[src/rtl/mips_datapath_alu_muldiv_pkg.sv]
// Shared definitions for the execute-stage multiply/divide unit:
// operation codes, FSM states and operation-class helpers.
package mips_datapath_alu_muldiv_pkg;

  localparam int OP_W = 4;

  typedef enum logic [OP_W-1:0] {
    OP_NOP   = 4'd0,
    OP_MULT  = 4'd1,
    OP_MULTU = 4'd2,
    OP_DIV   = 4'd3,
    OP_DIVU  = 4'd4,
    OP_MADD  = 4'd5,
    OP_MADDU = 4'd6,
    OP_MSUB  = 4'd7,
    OP_MSUBU = 4'd8,
    OP_MTHI  = 4'd9,
    OP_MTLO  = 4'd10
  } muldiv_op_e;

  typedef enum logic [1:0] {
    ST_IDLE = 2'd0,
    ST_RUN  = 2'd1,
    ST_FIX  = 2'd2
  } muldiv_state_e;

  function automatic logic is_iter_op(input logic [OP_W-1:0] op);
    return op inside {OP_MULT, OP_MULTU, OP_DIV, OP_DIVU,
                      OP_MADD, OP_MADDU, OP_MSUB, OP_MSUBU};
  endfunction

  function automatic logic is_div_op(input logic [OP_W-1:0] op);
    return op inside {OP_DIV, OP_DIVU};
  endfunction

  function automatic logic is_signed_op(input logic [OP_W-1:0] op);
    return op inside {OP_MULT, OP_DIV, OP_MADD, OP_MSUB};
  endfunction

endpackage

[src/rtl/mips_datapath_alu_muldiv_step.sv]
// One radix-2 iteration: shift-add for multiply (acc shifts right),
// restoring shift-subtract for divide (acc = {remainder, quotient} shifts left).
module mips_datapath_alu_muldiv_step #(
  parameter int DATA_W = 32
) (
  input  logic [2*DATA_W-1:0] i_acc,
  input  logic [DATA_W-1:0]   i_operand,
  input  logic                i_div,
  output logic [2*DATA_W-1:0] o_acc
);

  logic [DATA_W:0] w_sum;
  logic [DATA_W:0] w_diff;

  assign w_sum  = {1'b0, i_acc[2*DATA_W-1:DATA_W]} + {1'b0, i_operand};
  // Trial subtract of the left-shifted partial remainder; MSB set means it went negative.
  assign w_diff = i_acc[2*DATA_W-1:DATA_W-1] - {1'b0, i_operand};

  always_comb begin
    o_acc = i_acc;
    if (i_div) begin
      if (w_diff[DATA_W]) begin
        o_acc = {i_acc[2*DATA_W-2:0], 1'b0};
      end else begin
        o_acc = {w_diff[DATA_W-1:0], i_acc[DATA_W-2:0], 1'b1};
      end
    end else begin
      if (i_acc[0]) begin
        o_acc = {w_sum, i_acc[DATA_W-1:1]};
      end else begin
        o_acc = {1'b0, i_acc[2*DATA_W-1:1]};
      end
    end
  end

endmodule

[src/rtl/mips_datapath_alu_muldiv.sv]
// Iterative multiply/divide/accumulate unit owning the architectural HI/LO
// registers; stalls the pipeline on HI/LO access while an operation is in flight.
module mips_datapath_alu_muldiv
  import mips_datapath_alu_muldiv_pkg::*;
#(
  parameter int DATA_W = 32,
  parameter int CNT_W  = $clog2(DATA_W + 1)
) (
  input  logic              i_clk,
  input  logic              i_rst_n,
  input  logic [OP_W-1:0]   i_op,
  input  logic              i_start,
  input  logic              i_cancel,
  input  logic              i_hilo_access,
  input  logic [DATA_W-1:0] i_data1,
  input  logic [DATA_W-1:0] i_data2,
  output logic              o_busy,
  output logic              o_done,
  output logic              o_stall,
  output logic [DATA_W-1:0] o_hi,
  output logic [DATA_W-1:0] o_lo
);

  muldiv_state_e       r_state;
  logic [CNT_W-1:0]    r_cnt;
  logic [OP_W-1:0]     r_op;
  logic [2*DATA_W-1:0] r_acc;
  logic [DATA_W-1:0]   r_operand;
  logic [DATA_W-1:0]   r_data1;
  logic                r_neg_q;
  logic                r_neg_r;
  logic [DATA_W-1:0]   r_hi;
  logic [DATA_W-1:0]   r_lo;
  logic                r_done;

  logic                w_signed_in;
  logic [DATA_W-1:0]   w_a_abs;
  logic [DATA_W-1:0]   w_b_abs;
  logic [2*DATA_W-1:0] w_step_acc;
  logic [2*DATA_W-1:0] w_prod;
  logic [2*DATA_W-1:0] w_hilo;
  logic [DATA_W-1:0]   w_quot;
  logic [DATA_W-1:0]   w_rem;

  assign w_signed_in = is_signed_op(i_op);
  assign w_a_abs = (w_signed_in && i_data1[DATA_W-1]) ? -i_data1 : i_data1;
  assign w_b_abs = (w_signed_in && i_data2[DATA_W-1]) ? -i_data2 : i_data2;

  mips_datapath_alu_muldiv_step #(.DATA_W(DATA_W)) u_step (
    .i_acc     (r_acc),
    .i_operand (r_operand),
    .i_div     (is_div_op(r_op)),
    .o_acc     (w_step_acc)
  );

  // Magnitude results are sign-corrected only once, on the commit cycle.
  assign w_prod = r_neg_q ? -r_acc : r_acc;
  assign w_hilo = {r_hi, r_lo};
  assign w_quot = r_neg_q ? -r_acc[DATA_W-1:0] : r_acc[DATA_W-1:0];
  assign w_rem  = r_neg_r ? -r_acc[2*DATA_W-1:DATA_W] : r_acc[2*DATA_W-1:DATA_W];

  always_ff @(posedge i_clk or negedge i_rst_n) begin
    if (!i_rst_n) begin
      r_state   <= ST_IDLE;
      r_cnt     <= '0;
      r_op      <= '0;
      r_acc     <= '0;
      r_operand <= '0;
      r_data1   <= '0;
      r_neg_q   <= 1'b0;
      r_neg_r   <= 1'b0;
      r_hi      <= '0;
      r_lo      <= '0;
      r_done    <= 1'b0;
    end else begin
      r_done <= 1'b0;
      case (r_state)
        ST_IDLE: begin
          if (i_start && !i_cancel) begin
            if (i_op == OP_MTHI) begin
              r_hi <= i_data1;
            end else if (i_op == OP_MTLO) begin
              r_lo <= i_data1;
            end else if (is_iter_op(i_op)) begin
              r_state   <= ST_RUN;
              r_cnt     <= CNT_W'(DATA_W);
              r_op      <= i_op;
              r_data1   <= i_data1;
              r_neg_q   <= w_signed_in & (i_data1[DATA_W-1] ^ i_data2[DATA_W-1]);
              r_neg_r   <= w_signed_in & i_data1[DATA_W-1];
              r_acc     <= {{DATA_W{1'b0}}, is_div_op(i_op) ? w_a_abs : w_b_abs};
              r_operand <= is_div_op(i_op) ? w_b_abs : w_a_abs;
            end
          end
        end
        ST_RUN: begin
          if (i_cancel) begin
            r_state <= ST_IDLE;
            r_cnt   <= '0;
          end else begin
            r_acc <= w_step_acc;
            r_cnt <= r_cnt - 1'b1;
            if (r_cnt == CNT_W'(1)) begin
              r_state <= ST_FIX;
            end
          end
        end
        ST_FIX: begin
          r_state <= ST_IDLE;
          r_cnt   <= '0;
          if (!i_cancel) begin
            r_done <= 1'b1;
            if (is_div_op(r_op)) begin
              if (r_operand == '0) begin
                {r_hi, r_lo} <= {r_data1, {DATA_W{1'b1}}};
              end else begin
                {r_hi, r_lo} <= {w_rem, w_quot};
              end
            end else if (r_op inside {OP_MADD, OP_MADDU}) begin
              {r_hi, r_lo} <= w_hilo + w_prod;
            end else if (r_op inside {OP_MSUB, OP_MSUBU}) begin
              {r_hi, r_lo} <= w_hilo - w_prod;
            end else begin
              {r_hi, r_lo} <= w_prod;
            end
          end
        end
        default: begin
          r_state <= ST_IDLE;
          r_cnt   <= '0;
        end
      endcase
    end
  end

  assign o_busy  = (r_state != ST_IDLE);
  assign o_stall = o_busy & (i_hilo_access | i_start);
  assign o_done  = r_done;
  assign o_hi    = r_hi;
  assign o_lo    = r_lo;

endmodule

[config.mk]
export PLATFORM = sky130hd
export DESIGN_NAME = mips_datapath_alu_muldiv
export DESIGN_NICKNAME = d
export VERILOG_FILES = /design/src/rtl/mips_datapath_alu_muldiv_pkg.sv /design/src/rtl/mips_datapath_alu_muldiv_step.sv /design/src/rtl/mips_datapath_alu_muldiv.sv
export SDC_FILE = /design/constraint.sdc
export NUM_CORES = 1
export LEC_CHECK = 0
export BUFFER_PORTS_ARGS = -buffer_cell sky130_fd_sc_hd__buf_2
export CAP_MARGIN = 20
export CORE_MARGIN = 1
export CORE_UTILIZATION = 40
export CTS_CLUSTER_SIZE = 14
export DETAILED_ROUTE_END_ITERATION = 16
export GPL_TIMING_DRIVEN = 0
export SLEW_MARGIN = 10
export SYNTH_ARGS = -nofsm -noshare
export SYNTH_HDL_FRONTEND = slang
export SYNTH_SLANG_ARGS = --single-unit
[constraint.sdc]
create_clock -name i_clk -period 6.2 [get_ports i_clk]
set_input_delay 0.62 -clock i_clk [delete_from_list [all_inputs] [get_ports i_clk]]
set_output_delay 0.62 -clock i_clk [all_outputs]
set_load 0.05 [all_outputs]
# Word level (Yosys, flattened, before mapping)
# Index checks and enable logic that the tools add are counted.
dict set report classes {
  add_sub_neg 10
  eq_ne 28
  n_mux 48
  bitwise_logic 7
  n_reduce_logical 21
}
# op count
set ops {}
lappend ops {{two-way mux 32 bit} 21}
lappend ops {{two-way mux 64 bit} 9}
lappend ops {{negation 32 bit} 4}
lappend ops {{one-hot mux 32 bit (2 select lines)} 2}
lappend ops {{one-hot mux 64 bit (2 select lines)} 1}
lappend ops {{adder 64 bit} 1}
lappend ops {{negation 64 bit} 1}
lappend ops {{subtractor 64 bit} 1}
lappend ops {{adder 32 x 32 -> 33 bit} 1}
lappend ops {{subtractor 33 x 32 -> 33 bit} 1}
lappend ops {{equality test 4 x 3 -> 1 bit (second input constant)} 8}
lappend ops {{logical NOT 32 bit} 1}
lappend ops {{two-way mux 6 bit} 5}
lappend ops {{equality test 4 bit (second input constant)} 4}
lappend ops {{!= test 2 bit (second input constant)} 8}
lappend ops {{AND reduction 5 bit} 3}
lappend ops {{nonzero test 2 bit} 7}
lappend ops {{equality test 4 x 2 -> 1 bit (second input constant)} 3}
lappend ops {{two-way mux 2 bit} 6}
lappend ops {{one-hot mux 6 bit (2 select lines)} 1}
lappend ops {{AND reduction 4 bit} 2}
lappend ops {{nonzero test 8 bit} 1}
lappend ops {{equality test 6 x 1 -> 1 bit (second input constant)} 1}
lappend ops {{AND reduction 6 bit} 1}
lappend ops {{other kinds (15)} 21}
dict set report totals {
  register_bits 207
  inputBits 73
  elab_cells 125
}

# Depth between registers and ports, before layout
dict set report logic_depth {
  word_depth 10
  mapped_depth 26
  ltp_nobuf 24
}

# By module
# A second synthesis with hierarchy kept.
dict set report hier_totals {
  hier_cells 3863
  area_unflattened_um2 27437.6
}
# module n_inst cells_per_inst area_each_um2
set by_module_without_submodules {}
lappend by_module_without_submodules {mips_datapath_alu_muldiv 1 3157 22639.2}
lappend by_module_without_submodules {mips_datapath_alu_muldiv_step 1 706 4798.4}

# Worst setup path before layout
# No wires, ideal clock.
dict set report synth_path {
  kind {register to register}
  from {register r_acc[32]}
  to {register r_hi[29] (netlist: o_hi[29])}
  setup_time_ns 0.083
  t_arrival_ns 5.651
  path_slack_ns 0.466
  stages_incl_launch_ff 25
  n_path_buf 2
  period_less_slack_ns 5.734
  cell_sequence {dfrtp_1 -> inv_1 -> ha_1 -> or3b_2 -> or3_1 -> or4_1 -> or3_1 -> or3_1 -> or2_2 -> o31ai_1 -> xnor2_1 -> ha_1 -> clkbuf_1 -> inv_1 -> clkbuf_1 -> o21bai_1 -> a21oi_1 -> o221ai_1 -> a21o_1 -> a221oi_1 -> nand2_1 -> nand2_1 -> a21oi_1 -> a31o_2 -> o21ai_0}
}
dict set report synth_between {
  elab_chain_cells 8
  elab_cells_between_ends 12
  classes_between {4 x add/sub; 8 x mux}
}
# item line
set synth_lines {}
lappend synth_lines {{from (decl)} mips_datapath_alu_muldiv.sv:27} ;# logic [2*DATA_W-1:0] r_acc;
lappend synth_lines {{from (signal assigned)} mips_datapath_alu_muldiv.sv:91} ;# r_acc <= {{DATA_W{1'b0}}, is_div_op(i_op) ? w_a_abs : w_b_abs};
lappend synth_lines {{from (signal assigned)} mips_datapath_alu_muldiv.sv:101} ;# r_acc <= w_step_acc;
lappend synth_lines {{negation 64 bit} mips_datapath_alu_muldiv.sv:57} ;# assign w_prod = r_neg_q ? -r_acc : r_acc;
lappend synth_lines {{two-way mux 64 bit} mips_datapath_alu_muldiv.sv:57}
lappend synth_lines {{subtractor 64 bit} mips_datapath_alu_muldiv.sv:122} ;# {r_hi, r_lo} <= w_hilo - w_prod;
lappend synth_lines {{two-way mux 32 bit} mips_datapath_alu_muldiv.sv:121} ;# end else if (r_op inside {OP_MSUB, OP_MSUBU}) begin
lappend synth_lines {{two-way mux 32 bit} mips_datapath_alu_muldiv.sv:119} ;# end else if (r_op inside {OP_MADD, OP_MADDU}) begin
lappend synth_lines {{two-way mux 32 bit *} mips_datapath_alu_muldiv.sv:113} ;# if (is_div_op(r_op)) begin
lappend synth_lines {{two-way mux 32 bit *} mips_datapath_alu_muldiv.sv:111} ;# if (!i_cancel) begin
lappend synth_lines {{one-hot mux 32 bit (2 select lines) *} mips_datapath_alu_muldiv.sv:77} ;# case (r_state)
lappend synth_lines {{to (signal assigned)} mips_datapath_alu_muldiv.sv:115} ;# {r_hi, r_lo} <= {r_data1, {DATA_W{1'b1}}};
lappend synth_lines {{to (signal assigned)} mips_datapath_alu_muldiv.sv:120} ;# {r_hi, r_lo} <= w_hilo + w_prod;
lappend synth_lines {{to (signal assigned)} mips_datapath_alu_muldiv.sv:122}
lappend synth_lines {{to (decl)} mips_datapath_alu_muldiv.sv:32} ;# logic [DATA_W-1:0] r_hi;
# Every way passes the cells marked *; elsewhere a longest branch is shown, timed or not. The select of a mux whose other input is x is not followed.
# A chain may end at the register's enable or synchronous reset.

# Worst setup path after layout
dict set report layout_path {
  from {register r_acc[14]}
  to {register r_hi[25] (netlist: o_hi[25])}
}
dict set report layout_between {
  elab_chain_cells 8
  elab_cells_between_ends 9
  classes_between {3 x add/sub; 6 x mux}
}
# item line
set layout_lines {}
lappend layout_lines {{negation 64 bit} mips_datapath_alu_muldiv.sv:57}
lappend layout_lines {{two-way mux 64 bit *} mips_datapath_alu_muldiv.sv:57}
lappend layout_lines {{subtractor 64 bit} mips_datapath_alu_muldiv.sv:122}
lappend layout_lines {{two-way mux 32 bit} mips_datapath_alu_muldiv.sv:121}
lappend layout_lines {{two-way mux 32 bit *} mips_datapath_alu_muldiv.sv:119}
lappend layout_lines {{two-way mux 32 bit *} mips_datapath_alu_muldiv.sv:113}
lappend layout_lines {{two-way mux 32 bit *} mips_datapath_alu_muldiv.sv:111}
lappend layout_lines {{one-hot mux 32 bit (2 select lines) *} mips_datapath_alu_muldiv.sv:77}
# Marked as above.

==> out/qor.yml <==
clocking:
  cts_buffers: 27
  clk_pin_slew_ns: 0.06
  tritoncts: "done"
  clock-sinks: 207
  clockRootBuffer: "clkbuf_16"
  htreeDepth: 1
  worstSkewPairLatency_ns: 0.59
  clock_path_buffers: 3
logic_synthesis:
  ys.flop_type: "dfrtp_1"
  syn_inst: 3658
  synth_edf_count: 0
  seq_area_frac_synth_pct: 19.9
  ys_warn_count: 0
  netlist.area_leader.share_pct: 19.9
  synth_area_mm2: 0.0260
  synth.avg_cell_area_um2: 7.12
  synthArstFlopShare_pct: 100
  ys_seq_elements: 207
  syn_nets: 3932
  yosys-top-cells-area: "dfrtp_1, ha_1, a21oi_1"
  synth_cell_types: 93
  synth_top_area_cell: "dfrtp_1"
worst_setup_path:
  r2r-start: "r_acc[14]"
  path_class: "register to register"
  worstPathRequired_ns: 6.67
  cp.arrival_ns: 6.61
  crit_path_end_kind: "register"
  r2r-end: "o_hi[25]"
  rr_worst_depth: 21
  path_max_fanout: 10
  r2r_slack_ns: 0.06
  worstSetupStartpointType: "register"
global_routing:
  grt_pass1_vias: 27767
  grt_antenna_before_repair: 3
  track_usage_pct: 36.5
  grt_max_degree: 98
  grt-ovfl-total: 0
  grt_first_pass_wirelength_um: 183000
finish:
  final_common_cell: "a21oi_1"
  drive_above_1_share_pct: 11.3
  fin_area_mm2: 0.0298
  syn2layout_area_growth_pct: 14.6
  layout_common_cells: "a21oi_1, nand2_1, nor2_1"
  nets: 4110
min_path:
  hold_path_depth: 2
  min_path_type: "input port to register"
  min_to: "r_op[2]"
  hp-start: "i_op[2]"
route:
  wl_um: 126000
  drt_iter0_drc: 3792
  firstDrtPassIters: 6
  wl_per_cell_um: 26.6
  vias: 30203
  vias_per_cell: 6.41
  drc_errors: 0
  antenna_left: 0
placed_design:
  gp_congestion: 1.00
  dpl.hpwl_um: 97900
  place_area_mm2: 0.0278
  port_buffers: 132
run_status:
  outcome: "completed"
sta:
  hold_viol: 0
  slew_headroom_pct: 15.6
  min_period_ns: 6.14
  fin_skew_ns: 0.0186
  max_freq_ghz: 0.163
  maxSlewViolCount: 0
  min_period_over_period_pct: 99.0
  grt_setup_unrepaired: "yes"
  setup_viol: 0
  worst_pin_slew_ns: 1.27
die:
  num_io_pins: 140
  dieArea_mm2: 0.0661
  core-area_mm2: 0.0643
  die_h_um: 257
  die_w_um: 257
  num_rows: 93
  start_util_pct: 40.5
job:
  max-cap-violations: 0
==> metal layers <==
metal  vias up  GRT usage, %  routed length [µm]
met5         -             0                  15
met4         2          18.3                7220
met3       339          6.49               13000
met2      1788          55.7               53700
met1     14507          49.3               51700
li1      13567             -                   -
==> Yosys cell counts, types with 59 or more instances <==
library cell / number
nand2_1: 407
clkbuf_1: 222
inv_1: 186
a21oi_1: 457
dfrtp_1: 207
nor2_1: 365
ha_1: 197
nand3_1: 71
a21o_1: 59
xnor2_1: 147
xor2_1: 110
o21ai_0: 297
==> area by class of cell <==
class | instances | area, µm²
Fill cell | 6673 | 34500
Multi-Input combinational cell | 3009 | 19900
Sequential cell | 207 | 5190
Tap cell | 855 | 1070
Timing Repair Buffer | 171 | 1000
Buffer | 231 | 912
Clock buffer | 37 | 783
Inverter | 189 | 721
Clock inverter | 11 | 238
Antenna cell | 3 | 7.51
==> worst max-delay path: stages (launching register included) <==
cell       delay (ns)
dfrtp_1          0.59
or4_1            0.63
or4_4            0.43
buf_6            0.16
or4_4            0.52
nand2b_4         0.18
nand2b_4         0.20
or4_4            0.49
nand2_2          0.14
xor2_4           0.25
inv_1            0.11
ha_4             0.36
inv_1            0.15
nor3_1           0.27
nand4_1          0.15
o21ai_2          0.37
and4_1           0.27
nor3_2           0.07
a21oi_1          0.18
o2bb2ai_1        0.17
a21oi_1          0.10
a211o_1          0.23
==> state kept, by name, summed over array words and instances, names as in the netlist <==
name	flops
r_operand	32
r_neg_r	1
r_cnt	6
r_acc	64
o_done	1
r_data1	32
r_op	4
o_hi	32
o_lo	32
r_state	2
r_neg_q	1
==> how the worst max path moves through the flow <==
stage,start,endpoint,slack [ns],cells past startpoint
6_report,r_acc[14],o_hi[25],0.06,21
5_1_grt,r_acc[9],o_hi[25],-0.12,22
4_1_cts,r_acc[0],o_hi[31],0.005,22
3_5_place_dp,r_acc[0],o_hi[20],-1.65,23
3_3_place_gp,r_acc[0],o_hi[26],-1.96,23
2_1_floorplan,r_acc[32],o_hi[29],0.47,24
==> through the flow <==
| step | utilization, % | hold WS (ns) | setup slack (ns) | TNS [ns] | std cells |
|---|---|---|---|---|---|
| floorplan | - | 0.324 | 0.466 | 0 | 3658 |
| global placement | 43.2 | 0.480 | -1.96 | -37.03 | 4645 |
| detailed placement | 43.3 | 0.468 | -1.65 | -33.76 | 4648 |
| CTS | 45.5 | 0.399 | 0.00467 | 0 | 4695 |
| global route | 46.4 | 0.408 | -0.116 | -0.439 | 4710 |
| finish | 46.4 | 0.412 | 0.0623 | 0 | 4713 |
==> logic make-up (layout without fill, tap and decap cells) <==
| logic type | Yosys count | in the layout | share of synthesized area [%] |
|---|---|---|---|
| multiplexers | 65 | 65 | 2.69 |
| other | 0 | 3 | 0 |
| adder cells (fa/ha/maj) | 201 | 201 | 9.77 |
| AO/OA/AOI/OAI | 1316 | 1316 | 31.9 |
| AND/OR/NAND/NOR | 1170 | 1170 | 20.6 |
| flip-flops | 207 | 207 | 19.9 |
| XOR/XNOR | 257 | 257 | 8.64 |
| buffers and inverters | 442 | 639 | 6.46 |
==> what timing repair did <==
item                                    in CTS  in global routing
endpoints found under the setup margin      43                 27
hold endpoints to repair                    16                  0
hold buffers                                 1                  0
resized for setup                           71                104
setup buffers                               11                 24
pin swaps                                    5                 17
Power is left out: the tool's default activity adds up to more than one toggle a clock period on the data nets, which glitch-free logic cannot reach.
